[src/rtl/tinyriscv_pkg.sv]
// Shared core definitions: instruction funct3 codes, bus widths
// and the state encoding of the multi-cycle divider.
package tinyriscv_pkg;

    localparam int RegBus     = 32;
    localparam int RegAddrBus = 5;

    localparam logic [2:0] INST_DIV  = 3'b100;
    localparam logic [2:0] INST_DIVU = 3'b101;
    localparam logic [2:0] INST_REM  = 3'b110;
    localparam logic [2:0] INST_REMU = 3'b111;

    typedef enum logic [1:0] {
        IDLE  = 2'd0,
        START = 2'd1,
        CALC  = 2'd2,
        END   = 2'd3
    } div_state_e;

endpackage

[src/rtl/div_seq.sv]
// Radix-2 restoring divider for DIV/DIVU/REM/REMU.
// One quotient bit per cycle; outputs are valid while in END.
module div_seq
    import tinyriscv_pkg::*;
#(
    parameter int WIDTH = 32
) (
    input  logic             clk,
    input  logic             rst,
    input  logic             start_i,
    input  logic [2:0]       op_i,
    input  logic [WIDTH-1:0] dividend_i,
    input  logic [WIDTH-1:0] divisor_i,
    input  logic [4:0]       reg_waddr_i,
    input  logic             flush_i,
    output logic             busy_o,
    output logic             ready_o,
    output logic [WIDTH-1:0] result_o,
    output logic [4:0]       reg_waddr_o
);

    localparam int CW = $clog2(WIDTH);

    div_state_e       state;
    logic [2:0]       op_r;
    logic [WIDTH-1:0] dividend_r;
    logic [WIDTH-1:0] divisor_r;
    logic [4:0]       rd_r;
    logic [WIDTH-1:0] dvd;
    logic [WIDTH-1:0] dvs;
    logic [WIDTH-1:0] rem;
    logic [CW-1:0]    cnt;
    logic             neg_q;
    logic             neg_r;

    logic             sgn;
    logic             is_rem;
    logic [WIDTH:0]   shifted;
    logic [WIDTH:0]   diff;
    logic             ge;
    logic [WIDTH-1:0] rem_nxt;
    logic [WIDTH-1:0] quo_nxt;
    logic [WIDTH-1:0] quo_fix;
    logic [WIDTH-1:0] rem_fix;

    // One restore step; quotient bits shift into the low end of dvd.
    always_comb begin
        sgn     = (op_r == INST_DIV) || (op_r == INST_REM);
        is_rem  = (op_r == INST_REM) || (op_r == INST_REMU);
        shifted = {rem, dvd[WIDTH-1]};
        diff    = shifted - {1'b0, dvs};
        ge      = ~diff[WIDTH];
        rem_nxt = ge ? diff[WIDTH-1:0] : shifted[WIDTH-1:0];
        quo_nxt = {dvd[WIDTH-2:0], ge};
        quo_fix = neg_q ? -quo_nxt : quo_nxt;
        rem_fix = neg_r ? -rem_nxt : rem_nxt;
    end

    // Sequencer: latch, load magnitudes, iterate, publish result.
    always_ff @(posedge clk or negedge rst) begin
        if (!rst) begin
            state       <= IDLE;
            op_r        <= '0;
            dividend_r  <= '0;
            divisor_r   <= '0;
            rd_r        <= '0;
            dvd         <= '0;
            dvs         <= '0;
            rem         <= '0;
            cnt         <= '0;
            neg_q       <= 1'b0;
            neg_r       <= 1'b0;
            busy_o      <= 1'b0;
            ready_o     <= 1'b0;
            result_o    <= '0;
            reg_waddr_o <= '0;
        end else if (flush_i && state != IDLE) begin
            state       <= IDLE;
            busy_o      <= 1'b0;
            ready_o     <= 1'b0;
            result_o    <= '0;
            reg_waddr_o <= '0;
        end else begin
            unique case (state)
                IDLE: begin
                    if (start_i && !flush_i) begin
                        op_r       <= op_i;
                        dividend_r <= dividend_i;
                        divisor_r  <= divisor_i;
                        rd_r       <= reg_waddr_i;
                        busy_o     <= 1'b1;
                        state      <= START;
                    end
                end
                START: begin
                    if (divisor_r == '0) begin
                        result_o    <= is_rem ? dividend_r : '1;
                        ready_o     <= 1'b1;
                        reg_waddr_o <= rd_r;
                        state       <= END;
                    end else begin
                        dvd   <= (sgn && dividend_r[WIDTH-1])
                                 ? -dividend_r : dividend_r;
                        dvs   <= (sgn && divisor_r[WIDTH-1])
                                 ? -divisor_r : divisor_r;
                        neg_q <= sgn &&
                                 (dividend_r[WIDTH-1] ^ divisor_r[WIDTH-1]);
                        neg_r <= sgn && dividend_r[WIDTH-1];
                        rem   <= '0;
                        cnt   <= CW'(WIDTH - 1);
                        state <= CALC;
                    end
                end
                CALC: begin
                    rem <= rem_nxt;
                    dvd <= quo_nxt;
                    if (cnt == '0) begin
                        result_o    <= is_rem ? rem_fix : quo_fix;
                        ready_o     <= 1'b1;
                        reg_waddr_o <= rd_r;
                        state       <= END;
                    end else begin
                        cnt <= cnt - 1'b1;
                    end
                end
                END: begin
                    busy_o      <= 1'b0;
                    ready_o     <= 1'b0;
                    result_o    <= '0;
                    reg_waddr_o <= '0;
                    state       <= IDLE;
                end
            endcase
        end
    end

endmodule
[config.mk]
export PLATFORM = sky130hd
export DESIGN_NAME = div_seq
export DESIGN_NICKNAME = d
export VERILOG_FILES = /design/src/rtl/tinyriscv_pkg.sv /design/src/rtl/div_seq.sv
export SDC_FILE = /design/constraint.sdc
export NUM_CORES = 1
export LEC_CHECK = 0
export CORE_MARGIN = 2
export CORE_UTILIZATION = 47
export DETAILED_ROUTE_END_ITERATION = 8
export GPL_ROUTABILITY_DRIVEN = 0
export PLACE_DENSITY = 0.65
export SLEW_MARGIN = 10
export SYNTH_ARGS = -nofsm -noshare
export SYNTH_HDL_FRONTEND = slang
export SYNTH_SLANG_ARGS = --single-unit
[constraint.sdc]
create_clock -name clk -period 7.5 [get_ports clk]
set_clock_uncertainty 0.05 [all_clocks]
set_input_delay 0.75 -clock clk [delete_from_list [all_inputs] [get_ports clk]]
set_output_delay 0.75 -clock clk [all_outputs]
set_load 0.01 [all_outputs]
# == Yosys cells after proc, flatten, opt, wreduce, memory -nomap -nowiden ==
# Cells that the tools add are included.
# word_totals
mem_bits_ro,0
latch_bits,0
inputBits,76
reg_bits,216
ram_bits,0
n_memories,0
elab_cells,92
# classes
multipliers,0
n_eq_ne,11
n_div,0
order_cmp,0
bitwise_logic,4
n_reduce_logical,22
shift,0
addsub,6
mux,34
# ops
cell,count
$mux 32,12
$neg 32->32,4
$pmux 32 s2,2
$pmux 32 s3,1
$sub 33x32->33,1
$logic_not 32->1,1
$mux 5,5
$pmux 5 s3,1
$reduce_and 3->1,4
$pmux 5 s2,1
$eq 3x3->1 const B,3
$ne 3x3->1 const B,3
$pmux 2 s4,1
$mux 1,6
$mux 2,3
$logic_and 1x1->1,5
$logic_not 5->1,1
$sub 5x1->5 const B,1
$eq 2x2->1 const B,2
$ne 2x2->1 const B,2
$reduce_and 2->1,2
$reduce_and 4->1,1
$reduce_bool 2->1,2
$reduce_bool 4->1,1
9 further kinds,12

# == Logic depth before layout (Yosys ltp) ==
# logic_depth
depth_word,8
depth_mapped,24
mapped_depth_nobuf,21

# == Worst setup path before layout ==
# OpenSTA, ideal clock, no wires.
# synth_path
kind,reg-to-reg
startpoint,reg dvd[31]
endpoint,reg result_o[30]
synth_period_minus_slack_ns,5.437
path_slack_ns,2.063
arrival_time_ns,5.259
stages_incl_launch_ff,23
cell_sequence,dfrtp_1 > inv_1 > ha_1 > fa_1 > nand2b_1 > a211oi_4 > o211ai_4 > a211oi_2 > nor3_2 > nor2_2 > inv_4 > buf_2 > buf_2 > buf_1 > a21oi_1 > ha_1 > nand2_1 > nor4_1 > o21ai_0 > or4b_1 > or4_4 > a2111oi_4 > nor3_1
# synth_via
elab_chain_cells,8
word_cells_on_any_way,11
# synth_rtl
item,line_no,source
from (decl),div_seq.sv:29,logic [WIDTH-1:0] dvd;
from (signal assigned),div_seq.sv:102,dvd <= (sgn && dividend_r[WIDTH-1])
from (signal assigned),div_seq.sv:116,dvd <= quo_nxt;
$sub 33x32->33,div_seq.sv:51,"diff = shifted - {1'b0, dvs};"
$mux 32 / $not 1->1 (equally long branches),"div_seq.sv:53, div_seq.sv:52",
"$neg 32->32, on equally long branches","div_seq.sv:56, div_seq.sv:55",
"$mux 32, on equally long branches","div_seq.sv:56, div_seq.sv:55",
$mux 32 (*),div_seq.sv:118,result_o <= is_rem ? rem_fix : quo_fix;
$mux 32 (*),div_seq.sv:117,if (cnt == '0) begin
$pmux 32 s3 (*),div_seq.sv:84,unique case (state)
$mux 32 (*),div_seq.sv:77,end else if (flush_i && state != IDLE) begin
to (signal assigned),div_seq.sv:97,result_o <= is_rem ? dividend_r : '1;
to (signal assigned),div_seq.sv:118,
to (decl),div_seq.sv:18,"output logic [WIDTH-1:0] result_o,"
# Every way passes the cells marked *; elsewhere a longest branch is shown, timed or not. The select of a mux whose other input is x is not followed.
# A chain may end at the register's enable or synchronous reset.

# == Worst setup path in the final report ==
# Ends and elaborated chain as after synthesis.

==> summary.md <==
| Metric | Value |
|---|---|
| Number of synthesized flops with an enable pin | 0 |
| Drt initial violations | 1224 |
| Pre-antenna DRT Iters | 6 |
| Max-slew violation count | 0 |
| Total wire length | 44700 um |
| Adder-cell share of the synthesized area | 3.69% |
| Sequential-to-total area share from yosys stat | 35.7% |
| Mux contribution to synthesized area | 7.97% |
| Maxcap violations | 0 |
| Combinational share of power | 52.1% |
| Max-slew headroom | 29.5% |
| Layout cell share with drive strength beyond 1 | 9.60% |
| Maximum VDD drop | 0.276 mV |
| Critical Path Slowest Stage Cell | or4b_1 |
| Largest family of logic cells by synthesized area | compound AO/OA/AOI/OAI gates |
| Critical path data arrival time | 6.61 ns |
| Worst Setup Start Kind | flop |
| Count leader, synth | dfrtp_1 |
| Hold_ws | 0.168 ns |
| Layout Area Growth over Synthesis | 14.8% |
| Fin Setup TNS | 0 ns |
| R2R Setup Slk | 1.26 ns |
| Final Net Count | 1948 |
| Cell-internal power | 3930 uW |
| HP Class | input port to asynchronous set/reset pin |
| PortBufs | 114 |
| Overall die area | 33600 sq um |
| Largest net degree at the start of global routing | 88 |
| Clock root cell | clkbuf_16 |
| Critical Path RT | 7.87 ns |
| Core box area | 31600 sq um |
| Net Sw Power | 3280 uW |
| Die W | 183 um |
| Leak Pwr | 0.00710 uW |
| Area share of the largest cell type after synthesis | 35.7% |
| Fin crit share | 83.2% |
| Synth Flop Type | dfrtp_1 |
| Critical Setup Path Class | flop to flop |
| Crit path capture type | flop |
| Clk sink count | 216 |
| Post-DP HPWL | 32600 um |
| H-tree Lvls | 1 |
| Synth cell count leaders | 216 x dfrtp_1, 187 x o21ai_0, 172 x nand2_1, 148 x nor2_1, 133 x a21oi_1 |
| Peak Freq | 160 MHz |
| Clock Path Buffers | 3 |
| Critical path cell sequence | inv_1, ha_1, fa_1, nand2b_1, a211oi_4, o211ai_4, a211o_1, a21oi_4, nor2_4, inv_4, nor2_1, a21oi_1, ha_1, nand2_1, nor4_1, o21ai_0, or4b_1, or4_4, a2111oi_4, nor3_1 |
| Vias in the first global route | 13.2k |
| CTS Buf Count | 26 |
| All-Layer GR Usage | 26.4% |
| CTS Hold Bufs | 0 |
| Fillers | 2949 |
| Storage cell area | 5410 sq um |
| Xor and xnor fraction of the mapped netlist area | 6.89% |
| Overall die height | 183 um |
| Clock slew at reported path FFs | 0.06 ns |
| Yosys reg bits | 216 |
| Synthesized net count | 1888 |
| Sw Share | 45.5% |
| Worst-path maximum fanout | 35 |
| Initial antenna violation count | 1 |
| # setup viols final | 0 |
| Final hold violation count | 0 |
| Post-Syn Area | 15100 sq um |
| Min Clock Period, post-route | 6.24 ns |
| Crit-path max cell delay | 0.58 ns |
| GR Overflow Total | 0 |
| Post-DRT Antenna Nets | 0 |
| Slew at the pin closest to its max-slew limit | 1.06 ns |
| RSZ-0062 raised after global routing | false |
| Row count | 65 |
| Compound-Gate Fraction of Synth Area | 22.7% |
| Seq pwr share | 30.8% |
| Pwr dens | 416 nW/um^2 |
| Simple-gate share of the synthesized area | 18.9% |
| Clk pwr share | 17.1% |
| Yosys top cell by area | dfrtp_1 |
| Residual DRC | 0 |
| First-pass GRT wire length | 71300 um |
| Synth area leaders | dfrtp_1 36%, o21ai_0 6.2%, mux2_2 6.0% |
| Syn Area/Cell | 8.55 sq um |
| Clk_lat worst skew | 0.55 ns |
| CTS tree | yes |
| Diode count | 0 |
| Ys Warns | 0 |
| # resized after CTS | 0 |
| Outcome | completed |
| Count of different cell masters after synthesis | 99 |
| IO Pins | 115 |
| Routed length per instance | 19.9 um |
| Setup Buffers After CTS | 0 |
| Cells after Synth | 1768 |
| Multi-input gate area | 9130 sq um |
| Routed vias | 13.7k |
| Initial Utilization | 47.8% |
| Crit path top cell by count | ha_1 |
| Via-to-Cell Ratio | 6.12 |
| Post-synthesis async set-or-reset flop share | 100% |
==> critical path: cells and delay by family, from the launching register on <==
kind	cells	cell delay (ns)
compound gates	7	2.19
simple gates	8	2.16
fa+ha+maj	3	0.89
flops	1	0.39
buf+inv	2	0.39
==> through the flow <==
step                utilization [%]  cells  cell area [sq um]  setup slack (ns)  power, uW
floorplan                         -   1768              15100              2.06       4770
global placement               52.3   2202              16500              1.64       5850
detailed placement             52.3   2202              16500              1.45       5940
CTS                            54.9   2246              17400              1.41       7200
global route                   54.9   2246              17400              1.10       7750
finish                         54.9   2246              17400              1.26       7210
==> cell usage in the layout (no fill, tap or decap), types with 42 or more instances in the layout <==
cell type	count
mux2_2	80
nor2_1	148
clkdlybuf4s50_1	113
o21ai_0	187
nand3_1	64
nand2_1	172
inv_1	58
ha_1	42
xnor2_1	71
a21oi_1	133
nor3_1	47
xor2_1	48
dfrtp_1	216
==> cells by family after synthesis <==
| kind of cell | after synthesis |
|---|---|
| simple gates | 591 |
| compound gates | 530 |
| flops | 216 |
| buf+inv | 158 |
| xor+xnor | 119 |
| mux | 110 |
| fa+ha+maj | 44 |
==> state kept, by name, summed over array words and instances, names as in the netlist, 5 cells and up <==
register / count
dividend_r: 32
divisor_r: 32
dvd: 32
dvs: 32
rem: 32
result_o: 32
cnt: 5
rd_r: 5
reg_waddr_o: 5
==> area by class of cell <==
cell class / instances / area share [%]
timing repair buffer: 130 / 7.29
sequential: 216 / 31.1
clock buffer: 36 / 4.31
multi-input combinational: 1394 / 52.6
tap: 402 / 2.90
inverter: 60 / 1.31
clock inverter: 8 / 0.454
==> routing by layer <==
metal  wire (um)  vias to the layer above  track usage (%)
met4        1470                        0             8.86
met1       20500                     6576             37.6
met3        3040                      101             4.31
met2       19800                      509             41.0
met5           0                        -                0
li1            -                     6563                -
==> power groups by stage <==
stage	clock (uW)	combinational (uW)	sequential (uW)
final	1230	3760	2220
after global routing	1300	4160	2290
after CTS	1260	3730	2210
after detailed placement	0	3710	2230
after global placement	0	3640	2210
after floorplan	0	2690	2080
==> worst paths after layout <==
kind	start	end	depth (start not counted)
min in group clk	dvs[23]	dvs[23]	2
worst min-delay path	rst	dvs[29]	1
worst min register to register	dvs[23]	dvs[23]	2
max in group asynchronous	rst	result_o[30]	2
worst max register to register	dvd[31]	result_o[30]	20
worst max-delay path	dvd[31]	result_o[30]	20
Note: power is estimated with default switching activity, not from simulation.
